<file path="src/rtl/aes_req_queue.sv">
// Request front-end for aes_build: buffers tagged encrypt/decrypt requests, issues them one
// at a time with a start pulse and returns the tagged result. AES_REQQ_TIMEOUT_EN adds a WAIT timeout.
module aes_req_queue #(
  parameter int unsigned DEPTH   = 4,
  parameter int unsigned TAG_W   = 4,
  parameter int unsigned TMO_CYC = 255
) (
  input  logic             eph1,
  input  logic             reset_n,
  input  logic             req_valid,
  output logic             req_ready,
  input  logic [1:0]       req_func,
  input  logic [127:0]     req_text,
  input  logic [127:0]     req_key,
  input  logic [TAG_W-1:0] req_tag,
  output logic             aes_start,
  output logic [1:0]       aes_func,
  output logic [127:0]     aes_text,
  output logic [127:0]     aes_key,
  input  logic             aes_done,
  input  logic [127:0]     aes_ct,
  input  logic [127:0]     aes_pt,
  output logic             rsp_valid,
  input  logic             rsp_ready,
  output logic [127:0]     rsp_data,
  output logic [TAG_W-1:0] rsp_tag,
  output logic             rsp_err,
  output logic             busy
);

  localparam int unsigned AW       = $clog2(DEPTH);
  localparam logic [AW:0] CNT_FULL = (AW + 1)'(DEPTH);

  typedef struct packed {
    logic [1:0]       func;
    logic [127:0]     text;
    logic [127:0]     key;
    logic [TAG_W-1:0] tag;
  } req_t;

  typedef enum logic [1:0] {IDLE, ISSUE, WAIT, RESP} state_t;

  state_t           state_q, state_d;
  req_t             fifo_q [DEPTH];
  req_t             head;
  logic [AW-1:0]    wr_ptr, rd_ptr;
  logic [AW:0]      count;
  logic [TAG_W-1:0] tag_q;
  logic             push, pop, load_head, load_illegal, capture, timeout, tmo_hit;

  assign req_ready = (count != CNT_FULL);
  assign push      = req_valid & req_ready;
  assign head      = fifo_q[rd_ptr];
  assign aes_start = (state_q == ISSUE);
  assign rsp_valid = (state_q == RESP);
  assign busy      = (count != '0) || (state_q != IDLE);

`ifdef AES_REQQ_TIMEOUT_EN
  localparam int unsigned      TMO_W    = ($clog2(TMO_CYC + 1) > 8) ? $clog2(TMO_CYC + 1) : 8;
  localparam logic [TMO_W-1:0] TMO_LAST = TMO_W'(TMO_CYC - 1);

  logic [TMO_W-1:0] tmo_cnt;

  // Fires on the TMO_CYC-th WAIT cycle without a completion.
  assign tmo_hit = (state_q == WAIT) && !aes_done && (tmo_cnt == TMO_LAST);

  always_ff @(posedge eph1) begin
    if (!reset_n)                tmo_cnt <= '0;
    else if (state_q == ISSUE)   tmo_cnt <= '0;
    else if (state_q == WAIT)    tmo_cnt <= tmo_cnt + 1'b1;
  end
`else
  assign tmo_hit = 1'b0;
`endif

  always_comb begin
    // NOTE: every signal gets a default first so no path can infer a latch.
    state_d      = state_q;
    pop          = 1'b0;
    load_head    = 1'b0;
    load_illegal = 1'b0;
    capture      = 1'b0;
    timeout      = 1'b0;
    case (state_q)
      IDLE: begin
        if (count != '0) begin
          if (head.func == 2'd3) begin
            pop          = 1'b1;
            load_illegal = 1'b1;
            state_d      = RESP;
          end else begin
            load_head = 1'b1;
            state_d   = ISSUE;
          end
        end
      end
      ISSUE: begin
        pop     = 1'b1;
        state_d = WAIT;
      end
      WAIT: begin
        if (aes_done) begin
          capture = 1'b1;
          state_d = RESP;
        end else if (tmo_hit) begin
          timeout = 1'b1;
          state_d = RESP;
        end
      end
      RESP:    if (rsp_ready) state_d = IDLE;
      default: state_d = IDLE;
    endcase
  end

  // NOTE: reset is synchronous, so it lives inside the clocked block rather than the sensitivity list.
  always_ff @(posedge eph1) begin
    if (!reset_n) begin
      state_q  <= IDLE;
      wr_ptr   <= '0;
      rd_ptr   <= '0;
      count    <= '0;
      aes_func <= '0;
      aes_text <= '0;
      aes_key  <= '0;
      tag_q    <= '0;
      rsp_data <= '0;
      rsp_tag  <= '0;
      rsp_err  <= 1'b0;
    end else begin
      state_q <= state_d;
      if (push) wr_ptr <= wr_ptr + 1'b1;
      if (pop)  rd_ptr <= rd_ptr + 1'b1;
      case ({push, pop})
        2'b10:   count <= count + 1'b1;
        2'b01:   count <= count - 1'b1;
        default: count <= count;
      endcase
      if (load_head) begin
        aes_func <= head.func;
        aes_text <= head.text;
        aes_key  <= head.key;
        tag_q    <= head.tag;
      end
      if (load_illegal) begin
        rsp_data <= '0;
        rsp_tag  <= head.tag;
        rsp_err  <= 1'b1;
      end
      if (capture) begin
        rsp_data <= aes_func[0] ? aes_pt : aes_ct;
        rsp_tag  <= tag_q;
        rsp_err  <= 1'b0;
      end
      if (timeout) begin
        rsp_data <= '0;
        rsp_tag  <= tag_q;
        rsp_err  <= 1'b1;
      end
    end
  end

  // NOTE: storage has no reset; count and pointers alone decide which entries are valid.
  always_ff @(posedge eph1) begin
    if (push) fifo_q[wr_ptr] <= '{func: req_func, text: req_text, key: req_key, tag: req_tag};
  end

endmodule

</file>
<file path="config.mk">
export PLATFORM = sky130hd
export DESIGN_NAME = aes_req_queue
export DESIGN_NICKNAME = d
export VERILOG_FILES = /design/src/rtl/aes_req_queue.sv
export SDC_FILE = /design/constraint.sdc
export NUM_CORES = 2
export LEC_CHECK = 0
export ABC_AREA = 1
export BUFFER_PORTS_ARGS = -buffer_cell sky130_fd_sc_hd__buf_4
export CORE_AREA = 10 10 346 348
export DETAILED_ROUTE_END_ITERATION = 12
export DIE_AREA = 0 0 356 358
export PLACE_DENSITY = 0.7
export SYNTH_ARGS = -nofsm -noshare
export SYNTH_HDL_FRONTEND = slang
export SYNTH_SLANG_ARGS = --single-unit
</file>
<file path="constraint.sdc">
create_clock -name eph1 -period 42.1 [get_ports eph1]
set_clock_uncertainty 0.2 [all_clocks]
set_input_delay 8.42 -clock eph1 [delete_from_list [all_inputs] [get_ports eph1]]
set_output_delay 8.42 -clock eph1 [all_outputs]
set_load 0.02 [all_outputs]
</file>
# Word level (Yosys, flattened, before mapping)
# Memories as Yosys holds them, arrays and structs flattened. A register that Yosys moved wholly into a read port is not among the register bits.
# Cells that the tools add are included.
[classes]
addsub = 4
eq_ne = 10
mux = 24
bitwise = 2
reduce_logical = 8
[ops]
columns = ["op", "n"]
rows = [
  ["$mux W128", 3],
  ["$mux W2", 6],
  ["$mux W1", 10],
  ["$eq A2 B2 Y1 const B", 4],
  ["$mux W4", 2],
  ["$pmux W2 S4", 1],
  ["$pmux W3 S2", 1],
  ["$reduce_bool A2 Y1", 3],
  ["$add A2 B1 Y2 const B", 2],
  ["$eq A2 B1 Y1 const B", 2],
  ["$ne A2 B2 Y1 const B", 2],
  ["$add A3 B1 Y3 const B", 1],
  ["$ne A3 B3 Y1 const B", 1],
  ["$reduce_and A3 Y1", 1],
  ["$reduce_bool A3 Y1", 1],
  ["$sub A3 B1 Y3 const B", 1],
  ["$logic_not A2 Y1", 1],
  ["$ne A2 B1 Y1 const B", 1],
  ["$pmux W1 S2", 1],
  ["$reduce_or A2 Y1", 1],
  ["$and A1 B1 Y1", 1],
  ["$logic_or A1 B1 Y1", 1],
  ["$not A1 Y1", 1],
]
[word_totals]
reg_bits = 404
ramBits = 1048
input_bits = 523
wordCells = 60
memories = 1
[memory_table]
columns = ["name", "words", "width", "read_ports", "rd_clocked_by_memory_dff", "write_ports", "line_no", "source"]
rows = [
  ["fifo_q", 4, 262, 1, 1, 1, "44", "req_t fifo_q [DEPTH];"],
]

# Longest topological paths before layout
[depth]
depth_word = 6
depth_mapped = 16
mapped_depth_nobuf = 13

# Worst setup path before layout
# No wires, ideal clock.
[synth_timing]
path_type = "input to register"
from = "input req_valid"
to = "memory fifo_q[0][0] in the netlist's numbering (enable)"
setup_time_ns = 0.891
arrival_ns = 19.461
required_time_ns = 41.009
setup_slack_ns = 21.548
path_stages = 2
path_buffers = 0
path_cell_list = "nand2_1 > nor2_1"
[synth_via]
elab_chain_cells = 3
[synth_lines]
columns = ["item", "line_no", "source"]
rows = [
  ["start: declaration", "10", "input logic req_valid,"],
  ["$and A1 B1 Y1", "52", "assign push = req_valid & req_ready;"],
  ["$mux W1", "164", "if (push) fifo_q[wr_ptr] <= '{func: req_func, text: req_text, key: req_key, tag: req_tag};"],
  ["$mux W1 (not written as such)", "164", ""],
  ["end: declaration", "44", ""],
]
# Every way passes these cells.

# Worst setup path in the final report
[layout_timing]
from = "input req_valid"
to = "memory fifo_q[2][197] in the netlist's numbering (enable)"
# The elaborated chain is that of the path after synthesis.

==> impl_metrics.py <==
metrics = {
    "power_and_ir_drop": {
        "p_per_area_nw_per_um2": 72.3,
        "total_power_mw": 4.85,
        "ir_drop_mv": 0.0533,
        "p_leak_nw": 24.5,
    },
    "critical_path": {
        "crit_type": "input port to flop",
        "path_max_fanout": 50,
        "arrival_ns": 11.21,
        "start_kind": "input port",
        "critPathRequiredTime_ns": 42.27,
        "reg2reg_depth": 10,
        "r2r_end": "aes_text[108]",
        "r2r_slack_ns": 36.32,
        "cp-end-kind": "flop",
        "cp-startpoint": "req_valid",
        "setup.worst_path.end": "fifo_q[2][197]",
    },
    "clock_tree": {
        "clk_pin_slew_ns": 0.06,
        "cts_tree": "yes",
        "ctsRootBufferMaster": "clkbuf_16",
        "cts_setup_buffers": 0,
        "clk_path_buf_depth": 3,
        "ctsResizeCount": 0,
        "clk_latency_ns": 0.76,
        "cts-buffers-inserted": 151,
        "hold_buffers": 0,
        "cts_sinks": 1454,
        "cts-htree-levels": 4,
    },
    "synthesis": {
        "syn_area_per_cell_sq_um": 11.6,
        "post-synth-top-area-cell": "edfxtp_1",
        "ys_ff_latch": 1454,
        "yosys.area_share.simple": 0.0907,
        "yosys_warnings": 0,
        "synthTopCellsByCount": "edfxtp_1 (1,048), nor2_1 (1,045), o21ai_0 (765), dfxtp_1 (406), a21oi_1 (400)",
        "ys_top_cells_by_area": "edfxtp_1 (58%), dfxtp_1 (15%), nor2_1 (7.2%)",
        "ys_seq_area_frac": 0.725,
        "synthesis.nets": 5228,
        "synth_fa_ha_area_frac": 0.00243,
        "synth.most_common_cell": "edfxtp_1",
        "synth-async-reset-ratio": 0,
        "synth_compound_area_frac": 0.149,
        "synth_top_family_by_area": "compound AO/OA/AOI/OAI gates",
        "synth_top_area_share": 0.576,
        "ys.flop_type": "edfxtp_1",
        "postSynthCellCount": 4695,
        "synthXorXnorAreaFrac": 0.000160,
        "synth-edff-count": 1048,
        "synth_area_sq_um": 54600,
        "synth.distinct_cells": 26,
        "synth_mux_area_frac": 0,
    },
    "sta": {
        "holdWs_ns": 0.262,
        "finalCritPeriodShare": 0.262,
        "final-max-slew-violation-count": 0,
        "fmax_ghz": 0.0906,
        "period_needed_ns": 11.04,
        "finalWorstSetupSlack_ns": 31.06,
        "fin_setup_tns_ns": 0,
        "max_slew_margin": 0.221,
        "finalSetupViolCount": 0,
        "worstMarginPinSlew_ns": 1.17,
        "hold_viol": 0,
        "rsz0062_at_grt": "no",
    },
    "layout": {
        "area_growth_pct": 22.9,
        "fin_cells": 7105,
        "post-route-util": 0.598,
        "fill_cells": 9029,
        "layout.nets": 5965,
        "layout-drive-gt1-share": 0.215,
        "design_area_sq_um": 67100,
    },
    "placed_design": {
        "dpl_cell_area_sq_um": 62200,
        "portBuffers": 917,
        "gp_congestion": 0.924,
        "pre_cts_slack_ns": 30.30,
        "dp.cells": 6779,
        "dpl.hpwl_um": 113000,
    },
    "global_routing": {
        "grtUsageMet1": 0.294,
        "grt_pass1_wl_um": 253000,
        "grt_most_used_layer": "met2",
        "grt_usage": 0.265,
        "grt_pass1_vias": 38000,
        "antenna_found_initial": 61,
        "gr-total-overflow": 0,
        "grt_max_degree": 201,
        "met2_usage": 0.450,
        "met3_usage": 0.0659,
    },
    "die": {
        "die_area_sq_um": 127000,
        "die_w_um": 356,
        "coreArea_sq_um": 112000,
        "start_util": 0.486,
        "std_cell_rows": 123,
        "io_pins": 918,
        "die_height_um": 358,
    },
    "route": {
        "vias_per_cell": 5.60,
        "dr.pass1.iters": 5,
        "drcViolationCount": 0,
        "detail_route.iter0.violations": 3875,
        "drtAntennaViolNets": 0,
        "drt-wirelength-per-cell_um": 25.0,
        "wl_um": 178000,
        "vias": 39800,
    },
    "job": {
        "drv_cap": 0,
    },
    "hold_path": {
        "min_path_type": "flop to flop",
    },
    "run_status": {
        "status": "finished clean",
    },
}
-- power by group --
part	leakage (nW)	total [mW]	internal (mW)	switching [mW]
Clock	2.31	1.28	0.724	0.556
Sequential	12.9	1.94	1.80	0.148
Combinational	9.23	1.63	0.505	1.12
Total	24.5	4.85	3.02	1.83
-- placed cells by master, fill, tap and decap left out, types with 5 or more instances in the layout --
cell type,netlist,final
clkbuf_1,261,46
o21ai_0,765,765
inv_16,0,5
clkbuf_16,0,156
nand3_1,144,143
diode_2,0,44
dfxtp_1,406,403
inv_1,29,28
clkinv_1,0,22
edfxtp_1,1048,1048
buf_12,0,7
nand2_1,55,54
a21oi_1,400,400
nor2_1,1045,1041
nor2_4,1,5
ha_1,9,9
clkbuf_8,0,7
o22ai_1,256,256
o21ai_1,145,145
clkinvlp_4,0,8
buf_4,10,950
clkinv_2,0,24
-- sequential cells by signal, indices dropped and copies added (netlist names), named ones only --
name and count:
tag_q 4, aes_key 128, wr_ptr 2, count 3, fifo_q 1048, rd_ptr 2, rsp_tag 4, aes_func 2
rsp_err 1, aes_text 128, rsp_data 128, state_q 2
-- worst max-delay path, cell delays in order --
cell and delay, ns:
buf_4 0.11, nand2_1 0.29, nor2_4 0.82, buf_4 0.70, buf_4 0.72
-- final cells by class --
cell class / instances / area, sq um / share of cell area
well taps: 1500 / 1880 / 0.0280
multi-input cells: 2834 / 13300 / 0.198
inverters: 33 / 140 / 0.00209
repair buffers: 958 / 7290 / 0.109
diodes: 44 / 110 / 0.00164
flip-flops and latches: 1454 / 39600 / 0.590
clock buffers: 208 / 4160 / 0.0620
clock inverters: 74 / 627 / 0.00934
-- metal layers --
layer  vias up  part of all wire
li1      18500                 -
met1     19300              0.35
met2      1596              0.51
met3       376             0.073
met4        34             0.065
met5         -            0.0013
-- cells by family (layout without fill, tap and decap cells) --
| family | count (synthesis) | in the layout |
|---|---|---|
| AOI/OAI and AO/OA | 1566 | 1566 |
| DFF | 1454 | 1454 |
| other | 0 | 44 |
| xor gates and xnor gates | 1 | 1 |
| adders and majority gates | 10 | 10 |
| and+or+nand+nor | 1257 | 1257 |
| buffers and inverters | 407 | 1273 |
-- worst min-delay path by stage --
| stage | start | endpoint | slack, ns | depth (start not counted) |
|---|---|---|---|---|
| floorplan | tag_q[0] | tag_q[0] | 0.24 | 2 |
| global placement | rsp_err | rsp_err | 0.24 | 2 |
| detailed placement | rsp_err | rsp_err | 0.25 | 2 |
| CTS | rsp_err | rsp_err | 0.26 | 2 |
| global route | rsp_err | rsp_err | 0.28 | 2 |
| finish | rsp_err | rsp_err | 0.26 | 2 |
(Power assumes the default switching activity.)
